**src/rtl/mem_access_unit_if.sv**
```systemverilog
// Processor request/response and memory-port signals of mem_access_unit.
// slave is the unit's view; master is the processor/memory side driving it.
interface mem_access_unit_if;
    logic        req;
    logic        we;
    logic [1:0]  size;
    logic        sign_ext;
    logic [31:0] addr;
    logic [31:0] wdata;
    logic        busy;
    logic        done;
    logic        err;
    logic [31:0] rdata;
    logic [31:0] mem_addr;
    logic [31:0] mem_wdata;
    logic        mem_ren;
    logic        mem_wen;
    logic [31:0] mem_rdata;

    modport slave (
        input  req, we, size, sign_ext, addr, wdata, mem_rdata,
        output busy, done, err, rdata, mem_addr, mem_wdata, mem_ren, mem_wen
    );

    modport master (
        output req, we, size, sign_ext, addr, wdata, mem_rdata,
        input  busy, done, err, rdata, mem_addr, mem_wdata, mem_ren, mem_wen
    );
endinterface

```
**src/rtl/mem_access_unit.sv**
```systemverilog
// Byte/half/word load-store unit over a 32-bit word memory port; sub-word stores use read-modify-write.
// Optional macro MEM_ACC_ALIGN_CHK_EN rejects misaligned halfword/word accesses.
module mem_access_unit #(
    parameter int unsigned MEM_BYTES = 512
) (
    input logic             clk,
    input logic             reset,
    mem_access_unit_if.slave bus
);
    localparam int unsigned AW = 32;
    localparam int unsigned DW = 32;
    localparam logic [AW-1:0] MAX_ADDR = AW'(MEM_BYTES - 4);

    typedef enum logic [2:0] {
        IDLE,
        RD_ISSUE,
        RD_WAIT,
        WR_ISSUE,
        DONE
    } state_e;

    state_e        state_q, state_d;
    logic          we_q, we_d;
    logic [1:0]    size_q, size_d;
    logic          sext_q, sext_d;
    logic [AW-1:0] addr_q, addr_d;
    logic [DW-1:0] wdata_q, wdata_d;
    logic          busy_q, busy_d;
    logic          done_q, done_d;
    logic          err_q, err_d;
    logic [DW-1:0] rdata_q, rdata_d;
    logic [AW-1:0] mem_addr_q, mem_addr_d;
    logic [DW-1:0] mem_wdata_q, mem_wdata_d;
    logic          mem_ren_q, mem_ren_d;
    logic          mem_wen_q, mem_wen_d;

    function automatic logic is_illegal(input logic [1:0] sz, input logic [AW-1:0] a);
        logic bad;
        bad = (sz == 2'b11) || (a > MAX_ADDR);
`ifdef MEM_ACC_ALIGN_CHK_EN
        if ((sz == 2'b01) && a[0]) bad = 1'b1;
        if ((sz == 2'b10) && (a[1:0] != 2'b00)) bad = 1'b1;
`endif
        return bad;
    endfunction

    function automatic logic [DW-1:0] load_result(input logic [1:0] sz, input logic sx,
                                                  input logic [DW-1:0] d);
        logic [DW-1:0] r;
        case (sz)
            2'b00:   r = {{24{sx & d[7]}}, d[7:0]};
            2'b01:   r = {{16{sx & d[15]}}, d[15:0]};
            default: r = d;
        endcase
        return r;
    endfunction

    // Merge new sub-word store data into the word just read back.
    function automatic logic [DW-1:0] merge_store(input logic [1:0] sz, input logic [DW-1:0] old,
                                                  input logic [DW-1:0] wd);
        logic [DW-1:0] r;
        if (sz == 2'b00) r = {old[31:8], wd[7:0]};
        else             r = {old[31:16], wd[15:0]};
        return r;
    endfunction

    always_comb begin
        state_d     = state_q;
        we_d        = we_q;
        size_d      = size_q;
        sext_d      = sext_q;
        addr_d      = addr_q;
        wdata_d     = wdata_q;
        done_d      = 1'b0;
        err_d       = 1'b0;
        rdata_d     = '0;
        mem_addr_d  = '0;
        mem_wdata_d = '0;
        mem_ren_d   = 1'b0;
        mem_wen_d   = 1'b0;

        case (state_q)
            IDLE: begin
                if (bus.req) begin
                    we_d    = bus.we;
                    size_d  = bus.size;
                    sext_d  = bus.sign_ext;
                    addr_d  = bus.addr;
                    wdata_d = bus.wdata;
                    if (is_illegal(bus.size, bus.addr)) begin
                        state_d = DONE;
                        done_d  = 1'b1;
                        err_d   = 1'b1;
                    end else if (bus.we && (bus.size == 2'b10)) begin
                        state_d     = WR_ISSUE;
                        mem_wen_d   = 1'b1;
                        mem_addr_d  = bus.addr;
                        mem_wdata_d = bus.wdata;
                    end else begin
                        state_d    = RD_ISSUE;
                        mem_ren_d  = 1'b1;
                        mem_addr_d = bus.addr;
                    end
                end
            end
            RD_ISSUE: state_d = RD_WAIT;
            RD_WAIT: begin
                if (we_q) begin
                    state_d     = WR_ISSUE;
                    mem_wen_d   = 1'b1;
                    mem_addr_d  = addr_q;
                    mem_wdata_d = merge_store(size_q, bus.mem_rdata, wdata_q);
                end else begin
                    state_d = DONE;
                    done_d  = 1'b1;
                    rdata_d = load_result(size_q, sext_q, bus.mem_rdata);
                end
            end
            WR_ISSUE: begin
                state_d = DONE;
                done_d  = 1'b1;
            end
            DONE:    state_d = IDLE;
            default: state_d = IDLE;
        endcase

        busy_d = (state_d != IDLE);
    end

    always_ff @(posedge clk) begin
        if (reset) begin
            state_q     <= IDLE;
            we_q        <= 1'b0;
            size_q      <= 2'b00;
            sext_q      <= 1'b0;
            addr_q      <= '0;
            wdata_q     <= '0;
            busy_q      <= 1'b0;
            done_q      <= 1'b0;
            err_q       <= 1'b0;
            rdata_q     <= '0;
            mem_addr_q  <= '0;
            mem_wdata_q <= '0;
            mem_ren_q   <= 1'b0;
            mem_wen_q   <= 1'b0;
        end else begin
            state_q     <= state_d;
            we_q        <= we_d;
            size_q      <= size_d;
            sext_q      <= sext_d;
            addr_q      <= addr_d;
            wdata_q     <= wdata_d;
            busy_q      <= busy_d;
            done_q      <= done_d;
            err_q       <= err_d;
            rdata_q     <= rdata_d;
            mem_addr_q  <= mem_addr_d;
            mem_wdata_q <= mem_wdata_d;
            mem_ren_q   <= mem_ren_d;
            mem_wen_q   <= mem_wen_d;
        end
    end

    assign bus.busy      = busy_q;
    assign bus.done      = done_q;
    assign bus.err       = err_q;
    assign bus.rdata     = rdata_q;
    assign bus.mem_addr  = mem_addr_q;
    assign bus.mem_wdata = mem_wdata_q;
    assign bus.mem_ren   = mem_ren_q;
    assign bus.mem_wen   = mem_wen_q;
endmodule

```
**src/flat_wrapper.sv**
```systemverilog
// flat-port wrapper written by rule: the top's interface ports become plain ports
module mem_access_unit_flat 
#(
    parameter int unsigned MEM_BYTES = 512
)
  (clk, reset, bus_req, bus_we, bus_size, bus_sign_ext, bus_addr, bus_wdata, bus_mem_rdata, bus_busy, bus_done, bus_err, bus_rdata, bus_mem_addr, bus_mem_wdata, bus_mem_ren, bus_mem_wen);
  mem_access_unit_if bus_i ();
  input logic clk;
  input logic reset;
  input wire logic [$bits(bus_i.req)-1:0] bus_req;
  input wire logic [$bits(bus_i.we)-1:0] bus_we;
  input wire logic [$bits(bus_i.size)-1:0] bus_size;
  input wire logic [$bits(bus_i.sign_ext)-1:0] bus_sign_ext;
  input wire logic [$bits(bus_i.addr)-1:0] bus_addr;
  input wire logic [$bits(bus_i.wdata)-1:0] bus_wdata;
  input wire logic [$bits(bus_i.mem_rdata)-1:0] bus_mem_rdata;
  output wire logic [$bits(bus_i.busy)-1:0] bus_busy;
  output wire logic [$bits(bus_i.done)-1:0] bus_done;
  output wire logic [$bits(bus_i.err)-1:0] bus_err;
  output wire logic [$bits(bus_i.rdata)-1:0] bus_rdata;
  output wire logic [$bits(bus_i.mem_addr)-1:0] bus_mem_addr;
  output wire logic [$bits(bus_i.mem_wdata)-1:0] bus_mem_wdata;
  output wire logic [$bits(bus_i.mem_ren)-1:0] bus_mem_ren;
  output wire logic [$bits(bus_i.mem_wen)-1:0] bus_mem_wen;
  assign bus_i.req = bus_req;
  assign bus_i.we = bus_we;
  assign bus_i.size = bus_size;
  assign bus_i.sign_ext = bus_sign_ext;
  assign bus_i.addr = bus_addr;
  assign bus_i.wdata = bus_wdata;
  assign bus_i.mem_rdata = bus_mem_rdata;
  assign bus_busy = bus_i.busy;
  assign bus_done = bus_i.done;
  assign bus_err = bus_i.err;
  assign bus_rdata = bus_i.rdata;
  assign bus_mem_addr = bus_i.mem_addr;
  assign bus_mem_wdata = bus_i.mem_wdata;
  assign bus_mem_ren = bus_i.mem_ren;
  assign bus_mem_wen = bus_i.mem_wen;
  mem_access_unit #(.MEM_BYTES(MEM_BYTES)) u_core (.clk(clk), .reset(reset), .bus(bus_i));
endmodule
```
**config.mk**
```make
export PLATFORM = sky130hd
export DESIGN_NAME = mem_access_unit_flat
export DESIGN_NICKNAME = d
export VERILOG_FILES = /design/src/rtl/mem_access_unit_if.sv /design/src/rtl/mem_access_unit.sv /design/src/flat_wrapper.sv
export SDC_FILE = /design/constraint.sdc
export NUM_CORES = 1
export LEC_CHECK = 0
export CORE_ASPECT_RATIO = 0.7
export CORE_UTILIZATION = 45
export DETAILED_ROUTE_END_ITERATION = 8
export PLACE_DENSITY = 0.94
export SLEW_MARGIN = 30
export SYNTH_ARGS = -nofsm -noshare
export SYNTH_HDL_FRONTEND = slang
export SYNTH_SLANG_ARGS = --single-unit
```
**constraint.sdc**
```tcl
create_clock -name clk -period 3.13 [get_ports clk]
set_input_delay 0.313 -clock clk [delete_from_list [all_inputs] [get_ports clk]]
set_output_delay 0.313 -clock clk [all_outputs]
set_load 0.02 [all_outputs]
```
Word level (Yosys, flattened, before mapping)
Cells that the tools add are included.

Register bits after elaboration: 156. Output and inout bits: 101. Logic and storage cells: 61.

Order comparisons: 1. Equality and inequality tests: 6. Muxes and demuxes: 26. Bitwise logic cells: 5. Reductions and logical operators: 9.

Operators by type and width (count): 32-bit two-way mux (7); 32-bit one-hot mux with 2 select lines (3); 32-bit by 9-bit greater-than comparator with 1-bit output (second input constant) (1); 16-bit two-way mux (1); 3-bit one-hot mux with 4 select lines (1); 3-bit two-way mux (3); 1-bit two-way mux (8); 3-bit by 2-bit equality test with 1-bit output (second input constant) (2); 2-bit equality test (second input constant) (2); 4-bit OR reduction (1); 3-bit by 1-bit equality test with 1-bit output (second input constant) (1); 3-bit zero test (1); 1-bit NOT (3); 1-bit one-hot mux with 3 select lines (1); 3-bit nonzero test (1); 3-bit OR reduction (1); 1-bit bitwise AND (2); 2-bit by 1-bit equality test with 1-bit output (second input constant) (1); 2-bit zero test (1); 2-bit two-way mux (1); 1-bit one-hot mux with 2 select lines (1); 2-bit AND reduction (1); 2-bit OR reduction (1); 1-bit logical AND (1); 1-bit logical OR (1).

Depth between registers and ports, before layout
Gate-level depths: netlist (run 1).

Word-level depth: 7. Depth in mapped cells: 7. Gate-level depth less buffers: 4.

Worst setup path after synthesis (run 1)
Ideal clock, no wire load.

Kind: register to register. Start point: register u_core.state_q[0]. End point: register u_core.mem_addr_q[3], in the netlist u_core.bus.mem_addr[3]. Library setup time: 69 ps. Arrival time: 1519 ps. Data required time: 3061 ps. Setup slack: 1542 ps. Cell stages (with the launch flop): 7. Buffers on the path: 2. Period minus slack after synthesis: 1588 ps. Path through: dfxtp_1 or4b_1 buf_2 nor3_4 buf_4 nand2_1 o21ai_1.

Word-level cells in the longest chain between the ends: 2. Elaborated cells on any way between the ends: 3.

RTL lines: start: declaration (RTL line mem_access_unit.sv:22) `state_e state_q, state_d;`; start signal: assignment (RTL line mem_access_unit.sv:147) `state_q <= state_d;`; 3-bit by 2-bit equality test with 1-bit output or 3-bit zero test (tied branches) (RTL line mem_access_unit.sv:82) `case (state_q)`; 32-bit one-hot mux with 2 select lines * (RTL line mem_access_unit.sv:82); end signal: assignment (RTL line mem_access_unit.sv:157) `mem_addr_q <= mem_addr_d;`; end: declaration (RTL line mem_access_unit.sv:32) `logic [AW-1:0] mem_addr_q, mem_addr_d;`.

Mark *: on every way between the ends. The rest lies on a longest branch, timed or not. A chain may end at the register's enable or synchronous reset.

Worst setup path in the final report (run 1)
Start point: register u_core.state_q[2]. End point: register u_core.rdata_q[23], in the netlist u_core.bus.rdata[23].

Word-level cells in the longest chain between the ends: 3.

RTL lines: 3-bit by 2-bit equality test with 1-bit output (RTL line mem_access_unit.sv:82); 1-bit NOT (no line); 3-bit OR reduction (no line); end signal: assignment (RTL line mem_access_unit.sv:156) `rdata_q <= rdata_d;`; end: declaration (RTL line mem_access_unit.sv:31) `logic [DW-1:0] rdata_q, rdata_d;`.

No other way between the ends.

==> results.md, run 1 <==
* Clock network power share at 46.6%
* Power, Total at 4.46 mW
* Setup repair bufs after CTS at 0
* Sequential share of the synthesized area at 59.7%
* Wirelength per Cell at 15.5 µm
* Synthesized netlist cell count at 599
* Number of routed nets with antenna violations at 0
* CP arrival at 2410 ps
* Area after DPL at 0.00738 mm²
* Core Util, Final at 71.4%
* Headroom to the max-slew limit at 36.3%
* Count of cell types in the netlist at 34
* Max Cap Violations at 0
* Initial DRT Pass Iterations at 5
* Switching Fraction at 22.5%
* Outcome: finished clean
* Pwr per Cell Area at 559 mW/mm²
* Type of the worst setup path: flop to flop
* CP required at 3450 ps
* Clock Latency Late Sink at 410 ps
* Antenna cells at 0
* CTS H-Tree Depth at 4
* Type of the most critical hold path: input pin to flop
* Critical-path maximum fanout at 29
* Number of global-route vias before repair at 4761
* Worst-Margin Slew at 956 ps
* Fillers at 808
* Number of setup violations in the final report at 0
* Clk sink count at 156
* Y dimension of the die at 92.2 µm
* Maximum number of pins on one net before global-route repair at 55
* Antenna violations before repair at 0
* Inserted Clock Buffers at 17
* Net count after synthesis at 702
* Combined global-route utilization of all metal layers at 25.8%
* Buffer type at the clock tree root: clkbuf_16
* Internal power contribution at 3.45 mW
* Count of final max-slew check failures at 0
* CTS max path bufs at 2
* Routed wire length at 14800 µm
* Number of flip-flops and latches in the synthesized netlist at 156
* Wire length of the first global-routing pass at 23500 µm
* Boundary pin count at 204
* DRC violations left at 0
* Number of port buffers at 203
* Global-route met2 utilization at 42.3%
* M3 GR Usage at 9.28%
* Most common library cell in the layout ignoring fill and taps: clkdlybuf4s50_1
* DPL Wire Length at 10200 µm
* Capturing element type of the critical path: flop
* Number of violations reported at the end of detailed-routing iteration 0 at 335
* Comb pwr share at 7.3%
* Total die area at 0.0121 mm²
* TritonCTS clock tree: built
* Width of the die at 131 µm
* Fraction of layout cells with a size suffix above 1 at 6.34%
* Warning count from the yosys run at 0
* Mean area per synthesized cell at 8.73 µm²
* Global-route met1 utilization at 30.6%
* CP Launch Type: flop
* GRT Max-Usage Layer: met2
* Cell area after layout at 0.00797 mm²
* Detail-routed via count per cell at 5.07
* Core area at 0.0112 mm²
* RSZ-0062 raised after global routing: false
* Relative area change from synthesis to final layout at 52.5%
* Effective utilization at floorplan at 46.8%
* Minimum period implied by the final worst setup slack at 2090 ps
* CTS clock-pin slew for the worst setup and hold paths at 60 ps
* Number of flops mapped to enable cells by yosys at 0
* Pleak at 3.18 nW
* Hold_buf cts at 0
* Hold Fails Final Rpt at 0
* Max VDD drop at 0.383 mV
* Post-synth top flop: dfxtp_1
* Max Freq at 0.478 GHz
* Post-route clock skew at 11.1 ps
* Vias at 4848
* Commonest non-fill, non-tap cells in the layout: clkdlybuf4s50_1, nand2_1, dfxtp_1
* Reported net switching power at 1.00 mW
* Routability congestion estimate at 0.807
* Post-Route Hold Slack at 429 ps
* Global route total overflow at 0
* Share of flip-flops with an asynchronous set or reset after synthesis at 0%
* Total of cells resized after clock tree synthesis at 0
* Setup TNS Final at 0 ps
* Period utilization at 66.8%
* Sequential share of power at 46.1%
* Post-layout net count at 895
* Std cell rows at 32
* Post-synthesis instance area at 0.00523 mm²
## area by class of cell
class / count / area, µm² / share of cell area, %
Tap cell: 153 / 191 / 2.40
Multi-Input combinational cell: 372 / 1840 / 23.1
Clock inverter: 14 / 166 / 2.09
Sequential cell: 156 / 3120 / 39.2
Clock buffer: 17 / 425 / 5.34
Timing Repair Buffer: 213 / 2100 / 26.4
Inverter: 32 / 120 / 1.51
## through the flow
stage / cells / worst slack (ps)
3_5_place_dp: 926 / 802
2_1_floorplan: 599 / 1540
4_1_cts: 957 / 1040
5_1_grt: 957 / 874
6_report: 957 / 1040
3_3_place_gp: 926 / 831
## state kept, by name, indices dropped and copies added (netlist names), 2 cells and up
| register | cells |
|---|---|
| u_core.size_q | 2 |
| u_core.bus.mem_wdata | 32 |
| u_core.bus.rdata | 32 |
| u_core.state_q | 3 |
| u_core.bus.mem_addr | 32 |
| u_core.addr_q | 32 |
| u_core.wdata_q | 16 |
## synth_stat cells (3+ instances only)
cell type	count	share of area, %
nand4_1	3	0.36
dfxtp_1	156	60
buf_2	8	0.77
a21oi_1	76	7.3
clkbuf_1	29	2.1
o21ai_0	9	0.86
nor2b_1	3	0.36
o22ai_1	8	0.96
and3_1	25	3.0
inv_1	32	2.3
mux2i_1	8	1.5
nand2_1	176	13
and2_1	9	1.1
nand3_1	3	0.29
o21ai_1	27	2.6
nor4_1	5	0.60
## power by group through the flow
stage               clock network, mW  logic [mW]  registers [mW]
finish                           2.07       0.326            2.06
global route                     2.20       0.357            2.06
CTS                              2.10       0.325            2.06
detailed placement                  0       0.321            2.10
global placement                    0       0.314            2.10
floorplan                           0       0.137            2.09
## cells by family after synthesis
family,synth area share [%]
AO/OA/AOI/OAI,12.2
buffers and inverters,5.36
flip-flops,59.7
multiplexers,1.75
AND/OR/NAND/NOR,21.0
## worst max-delay path, stage by stage, from the launching register on
cell and delay, ps:
dfxtp_1 400, nor2_1 140, buf_4 280, nand2_1 150, or3_1 720, a21oi_1 300
## worst paths after layout
| check | startpoint | end | slack (ps) | cells after the start |
|---|---|---|---|---|
| setup / recovery | u_core.state_q[2]$_SDFF_PP0_ | u_core.bus.rdata[23]$_SDFF_PP0_ | 1040 | 5 |
| hold / removal | reset | u_core.bus.busy$_SDFF_PP0_ | 430 | 4 |
| setup reg to reg | u_core.state_q[2]$_SDFF_PP0_ | u_core.bus.rdata[23]$_SDFF_PP0_ | 1040 | 5 |
| hold reg to reg | u_core.wdata_q[5]$_SDFFE_PP0P_ | u_core.bus.mem_wdata[5]$_SDFF_PP0_ | 450 | 2 |
## layer usage
metal  vias up  wire length, µm
li1       2342                -
met1      2242             6090
met2       237             6960
met3        27             1450
met4         0              331
met5         -                0
No activity file was read; power rests on OpenSTA's default activity.
==> inputs of run 2 (changes only) <==
- CORE_UTILIZATION: 45 -> 43
- PLACE_DENSITY: 0.94 -> 0.91
- clock period: 3.13 -> 1.94 ns (I/O delays scaled with it)
==> run 2 against run 1 <==
Effect of this change:
- sequential cell count unchanged
- global-route usage decreased by 1.6 points
- critical path type unchanged
- via count grew 0.83%
- clock power grew 59%
- highest routed layer unchanged
==> results.md, run 2 (same netlist as run 1, synthesis figures left out) <==
* Post-route clock skew at 8.43 ps (-2.72 ps)
* Cell area after layout at 0.00815 mm² (+2.3%)
* Minimum period implied by the final worst setup slack at 1730 ps (-361 ps)
* Internal power contribution at 5.50 mW (+59%)
* Final Worst Setup Slack at 210 ps (-829 ps)
* Width of the die at 134 µm (+2.3%)
* Sequential share of power at 46.2% (about the same)
* Capturing element type of the critical path: flop
* Setup TNS Final at 0 ps (unchanged)
* Hold Fails Final Rpt at 0 (unchanged)
* Reported net switching power at 1.67 mW (+66%)
* Effective utilization at floorplan at 44.4% (-2.4 points)
* Post-layout net count at 914 (+2.1%)
* Count of final max-slew check failures at 0 (unchanged)
* Wire length of the first global-routing pass at 23300 µm (-0.70%)
* Routed wire length at 14900 µm (+0.65%)
* Clock network power share at 46.0% (-0.6 points)
* Headroom to the max-slew limit at 67.7% (+31 points)
* Antenna cells at 0 (unchanged)
* Power, Total at 7.16 mW (+61%)
* Post-Route Hold Slack at 233 ps (-196 ps)
* TritonCTS clock tree: built
* Type of the most critical hold path: input pin to flop
* Antenna violations before repair at 0 (unchanged)
* Placed cell count at 949 (+2.5%)
* Clk sink count at 156 (unchanged)
* Core area at 0.0118 mm² (+5.3%)
* Number of routed nets with antenna violations at 0 (unchanged)
* Outcome: finished clean
* Number of port buffers at 203 (unchanged)
* Boundary pin count at 204 (unchanged)
* Filler-free cell count of the finished design at 981 (+2.5%)
* Y dimension of the die at 94.3 µm (+2.3%)
* Buffer type at the clock tree root: clkbuf_16
* Type of the worst setup path: flop to flop
* Global route total overflow at 0 (unchanged)
* RSZ-0062 raised after global routing: false
* Cell mode on critical path: buf_4
* Clock Latency Late Sink at 410 ps (about the same)
* Total of cells resized after clock tree synthesis at 0 (unchanged)
* Crit path largest cell delay at 350 ps (-370 ps)
* Maximum number of pins on one net before global-route repair at 36 (-35%)
* Combined global-route utilization of all metal layers at 24.2% (-1.6 points)
* CTS H-Tree Depth at 4 (unchanged)
* Setup repair bufs after CTS at 0 (unchanged)
* Worst-Margin Slew at 483 ps (-473 ps)
* Most common library cell in the layout ignoring fill and taps: clkdlybuf4s50_1
* Number of violations reported at the end of detailed-routing iteration 0 at 309 (-7.8%)
* Std cell rows at 33 (+3.1%)
* Max VDD drop at 0.696 mV (+82%)
* CTS clock-pin slew for the worst setup and hold paths at 60 ps (about the same)
* DPL Wire Length at 10300 µm (+0.93%)
* Wirelength per Cell at 15.2 µm (-1.8%)
* Initial DRT Pass Iterations at 5 (unchanged)
* Total die area at 0.0126 mm² (+4.6%)
* Pwr per Cell Area at 879 mW/mm² (+57%)
* Detail-routed via count per cell at 4.98 (-1.6%)
* Hold_buf cts at 0 (unchanged)
* Routability congestion estimate at 0.784 (-2.8%)
* Critical path cell sequence: buf_4 -> nor4bb_4 -> buf_4 -> nand2_1 -> o22ai_1
* Max Freq at 0.578 GHz (+21%)
* Core Util, Final at 69.3% (-2.1 points)
* CTS max path bufs at 2 (unchanged)
* Number of setup violations in the final report at 0 (unchanged)
* Period utilization at 89.2% (+22 points)
* Area after DPL at 0.00756 mm² (+2.5%)
* Switching Fraction at 23.3% (+0.77 points)
* Worst Setup Slack post-DPL at -39.9 ps (-842 ps)
* Critical-path maximum fanout at 25 (-14%)
* Vias at 4888 (+0.83%)
* CP Launch Type: flop
* Fraction of layout cells with a size suffix above 1 at 8.50% (+2.2 points)
* CP arrival at 2060 ps (-350 ps)
* Commonest non-fill, non-tap cells in the layout: clkdlybuf4s50_1, nand2_1, dfxtp_1
* Number of global-route vias before repair at 4706 (-1.2%)
* Max Cap Violations at 0 (unchanged)
* Pleak at 3.27 nW (+2.9%)
* DRC violations left at 0 (unchanged)
* Inserted Clock Buffers at 17 (unchanged)
* Comb pwr share at 7.8% (+0.5 points)
* CP required at 2270 ps (-1180 ps)
* Slowest CP cell: nand2_1
* Relative area change from synthesis to final layout at 55.9%
==> run 2: changes by cell type in the layout (fill, tap and decap cells not counted) <==
cell / before / now
buf_12: 0 / 3
inv_6: 4 / 6
clkinvlp_4: 1 / 3
clkinv_2: 5 / 1
clkinv_4: 1 / 2
bufinv_16: 3 / 2
buf_4: 10 / 26
clkbuf_1: 0 / 1
==> run 2: path summary, 6_finish.rpt <==
| kind | startpoint | end | slack, ps | depth (start not counted) |
|---|---|---|---|---|
| worst max register to register | u_core.state_q[0]$_SDFF_PP0_ | u_core.bus.mem_wdata[15]$_SDFF_PP0_ | 210 | 5 |
| worst max-delay path | u_core.state_q[0]$_SDFF_PP0_ | u_core.bus.mem_wdata[15]$_SDFF_PP0_ | 210 | 5 |
| worst min-delay path | reset | u_core.bus.done$_SDFF_PP0_ | 230 | 4 |
| worst min register to register | u_core.addr_q[23]$_SDFFE_PP0P_ | u_core.addr_q[23]$_SDFFE_PP0P_ | 450 | 2 |
==> run 2: layer usage <==
layer | track usage [%] | vias up | wire (µm)
li1 | - | 2388 | -
met1 | 30.4 | 2273 | 6520
met2 | 39.8 | 206 | 7030
met3 | 7.50 | 21 | 1180
met4 | 7.10 | 0 | 195
met5 | 0 | - | 0
==> run 2: worst max-delay path: cells and delay by family (launching register included) <==
kind	cells	cell delay, ps
AND/OR/NAND/NOR	2	640
buffers and inverters	2	460
flip-flops	1	320
AO/OA/AOI/OAI	1	230
==> run 2: power by group through the flow <==
stage,Combinational (mW),Clock [mW],Sequential (mW)
final,0.562,3.29,3.31
after global routing,0.614,3.50,3.31
after CTS,0.561,3.35,3.31
after detailed placement,0.555,0,3.38
after global placement,0.545,0,3.37
after floorplan,0.222,0,3.37
==> run 2: cell type report <==
type | instances | area [µm²]
fill | 923 | 3620
sequential | 156 | 3120
timing repair buffer | 232 | 2280
multi-input combinational | 372 | 1840
clock buffer | 18 | 429
tap | 157 | 196
clock inverter | 14 | 158
inverter | 32 | 120
==> inputs of run 3 (changes only) <==
- RECOVER_POWER: default -> 50
==> run 3 against run 2 <==
Effect of this change:
- global-route usage unchanged
- register-to-register slack worse by 30 ps
- clock skew about the same
- maximum frequency down 1.7%
- setup slack worse by 29 ps
- die area unchanged
- clock-buffer cell count unchanged
- critical path depth unchanged
- first-iteration DRC count down 13%
==> results.md, run 3 (same netlist as run 1, synthesis figures left out) <==
* Outcome: finished clean
* Number of global-route vias before repair at 4706 (unchanged)
* Inserted Clock Buffers at 17 (unchanged)
* Post-layout net count at 914 (unchanged)
* CP Launch Type: flop
* Maximum number of pins on one net before global-route repair at 36 (unchanged)
* Post-route clock skew at 8.22 ps (-0.209 ps)
* Antenna violations before repair at 0 (unchanged)
* Clock Latency Late Sink at 410 ps (about the same)
* Std cell rows at 33 (unchanged)
* Number of routed nets with antenna violations at 0 (unchanged)
* Relative area change from synthesis to final layout at 55.7%
* CTS clock-pin slew for the worst setup and hold paths at 60 ps (about the same)
* Hold Crit Endpoint: u_core.bus.done$_SDFF_PP0_
* Reg-to-Reg Start: u_core.state_q[2]$_SDFF_PP0_
* Number of setup violations in the final report at 0 (unchanged)
* Fraction of layout cells with a size suffix above 1 at 8.25% (-0.24 points)
* Fillers at 926 (+0.33%)
* Area taken by flip-flops and latches at 0.00312 mm² (unchanged)
* CP required at 2270 ps (about the same)
* Placed cell count at 949 (unchanged)
* Cells on worst reg2reg path at 5 (unchanged)
* Capturing element type of the critical path: flop
* DPL Wire Length at 10300 µm (unchanged)
* CP arrival at 2090 ps (+30 ps)
* Filler-free cell count of the finished design at 981 (unchanged)
* Wirelength per Cell at 15.2 µm (-0.29%)
* Setup slack, reg-to-reg at 180 ps (-30 ps)
* Headroom to the max-slew limit at 67.0% (-0.73 points)
* Crit path largest cell delay at 350 ps (about the same)
* Pwr per Cell Area at 879 mW/mm² (about the same)
* Boundary pin count at 204 (unchanged)
* Commonest non-fill, non-tap cells in the layout: nand2_1, dfxtp_1, clkdlybuf4s50_1
* Max VDD drop at 0.693 mV (-0.31%)
* CTS H-Tree Depth at 4 (unchanged)
* Critical-path maximum fanout at 25 (unchanged)
* Width of the die at 134 µm (unchanged)
* Initial DRT Pass Iterations at 5 (unchanged)
* Vias at 4879 (-0.18%)
* Wire length of the first global-routing pass at 23300 µm (unchanged)
* Max Cap Violations at 0 (unchanged)
* Antenna cells at 0 (unchanged)
* Routed wire length at 14900 µm (-0.29%)
* Type of the most critical hold path: input pin to flop
* Global route total overflow at 0 (unchanged)
* TritonCTS clock tree: built
* RSZ-0062 raised after global routing: false
* Number of port buffers at 203 (unchanged)
* Count of final max-slew check failures at 0 (unchanged)
* Area of the multi-input gates at 0.00184 mm² (unchanged)
* Period utilization at 90.7% (+1.5 points)
* DRC violations left at 0 (unchanged)
* Max Freq at 0.569 GHz (-1.7%)
* HP Start: reset
* Routability congestion estimate at 0.784 (unchanged)
* Clk sink count at 156 (unchanged)
* Detail-routed via count per cell at 4.97 (-0.18%)
* Hold Fails Final Rpt at 0 (unchanged)
* Pleak at 3.60 nW (+9.9%)
* Worst Hold Path Cells at 4 (unchanged)
* Number of violations reported at the end of detailed-routing iteration 0 at 268 (-13%)
* Post-Route Hold Slack at 228 ps (-4.79 ps)
* Y dimension of the die at 94.3 µm (unchanged)
* Hold_buf cts at 0 (unchanged)
* Worst-Margin Slew at 495 ps (+12.1 ps)
* Slowest CP cell: nand2_1
* Minimum period implied by the final worst setup slack at 1760 ps (+29.1 ps)
* Total of cells resized after clock tree synthesis at 0 (unchanged)
* Combined global-route utilization of all metal layers at 24.2% (unchanged)
* Buffer type at the clock tree root: clkbuf_16
* Core area at 0.0118 mm² (unchanged)
* Type of the worst setup path: flop to flop
* CTS max path bufs at 2 (unchanged)
* Most common library cell in the layout ignoring fill and taps: nand2_1
* Effective utilization at floorplan at 44.4% (unchanged)
* Total die area at 0.0126 mm² (unchanged)
* Critical path cell sequence: clkbuf_1 -> nor4bb_4 -> buf_4 -> nand2_1 -> o22ai_1
* Setup repair bufs after CTS at 0 (unchanged)
* Reg-to-reg critical path endpoint: u_core.bus.mem_wdata[15]$_SDFF_PP0_
-- run 3: final cells by class --
class | count | area share (%)
clock buffers | 18 | 5.27
clock inverters | 14 | 1.94
inverters | 32 | 1.48
multi-input cells | 372 | 22.6
flip-flops and latches | 156 | 38.4
well taps | 157 | 2.41
repair buffers | 232 | 27.9
-- run 3: worst max-delay path by stage --
stage,end,depth (start not counted),startpoint
finish,u_core.bus.mem_wdata[15]$_SDFF_PP0_,5,u_core.state_q[2]$_SDFF_PP0_
global route,u_core.bus.mem_wdata[15]$_SDFF_PP0_,5,u_core.state_q[2]$_SDFF_PP0_
CTS,u_core.bus.mem_wdata[15]$_SDFF_PP0_,5,u_core.state_q[0]$_SDFF_PP0_
detailed placement,u_core.bus.mem_wdata[2]$_SDFF_PP0_,6,bus_addr[31]
global placement,u_core.bus.mem_wdata[8]$_SDFF_PP0_,6,bus_addr[8]
floorplan,u_core.bus.mem_addr[3]$_SDFF_PP0_,6,u_core.state_q[0]$_SDFF_PP0_
-- run 3: critical path: cells and delay by family (launching register included) --
family | cells | cell delay, ps
AO/OA/AOI/OAI | 1 | 230
AND/OR/NAND/NOR | 2 | 660
flip-flops | 1 | 310
buffers and inverters | 2 | 490
-- run 3: metal layers --
layer / vias to the layer above / part of all wire (%) / GRT usage (%)
li1: 2384 / - / -
met1: 2279 / 44 / 30.4
met2: 197 / 47 / 39.8
met3: 19 / 8.0 / 7.50
met4: 0 / 1.2 / 7.10
met5: - / 0 / 0
-- run 3: report_power, final --
part / internal [mW] / leakage (nW) / total (mW) / switching (mW)
sequential: 3.27 / 1.27 / 3.31 / 0.0352
combinational: 0.300 / 2.05 / 0.560 / 0.260
clock: 1.92 / 0.279 / 3.29 / 1.36
-- run 3: stage by stage --
stage	util (%)	setup slack [ps]	power, mW	instance area, µm²	TNS (ps)
2_1_floorplan	-	352	3.60	5230	0
3_3_place_gp	64.3	11.9	3.92	7560	0
3_5_place_dp	64.3	-39.9	3.93	7560	-182
4_1_cts	69.3	228	7.21	8150	0
5_1_grt	69.2	57.1	7.42	8140	0
6_report	69.2	181	7.15	8140	0
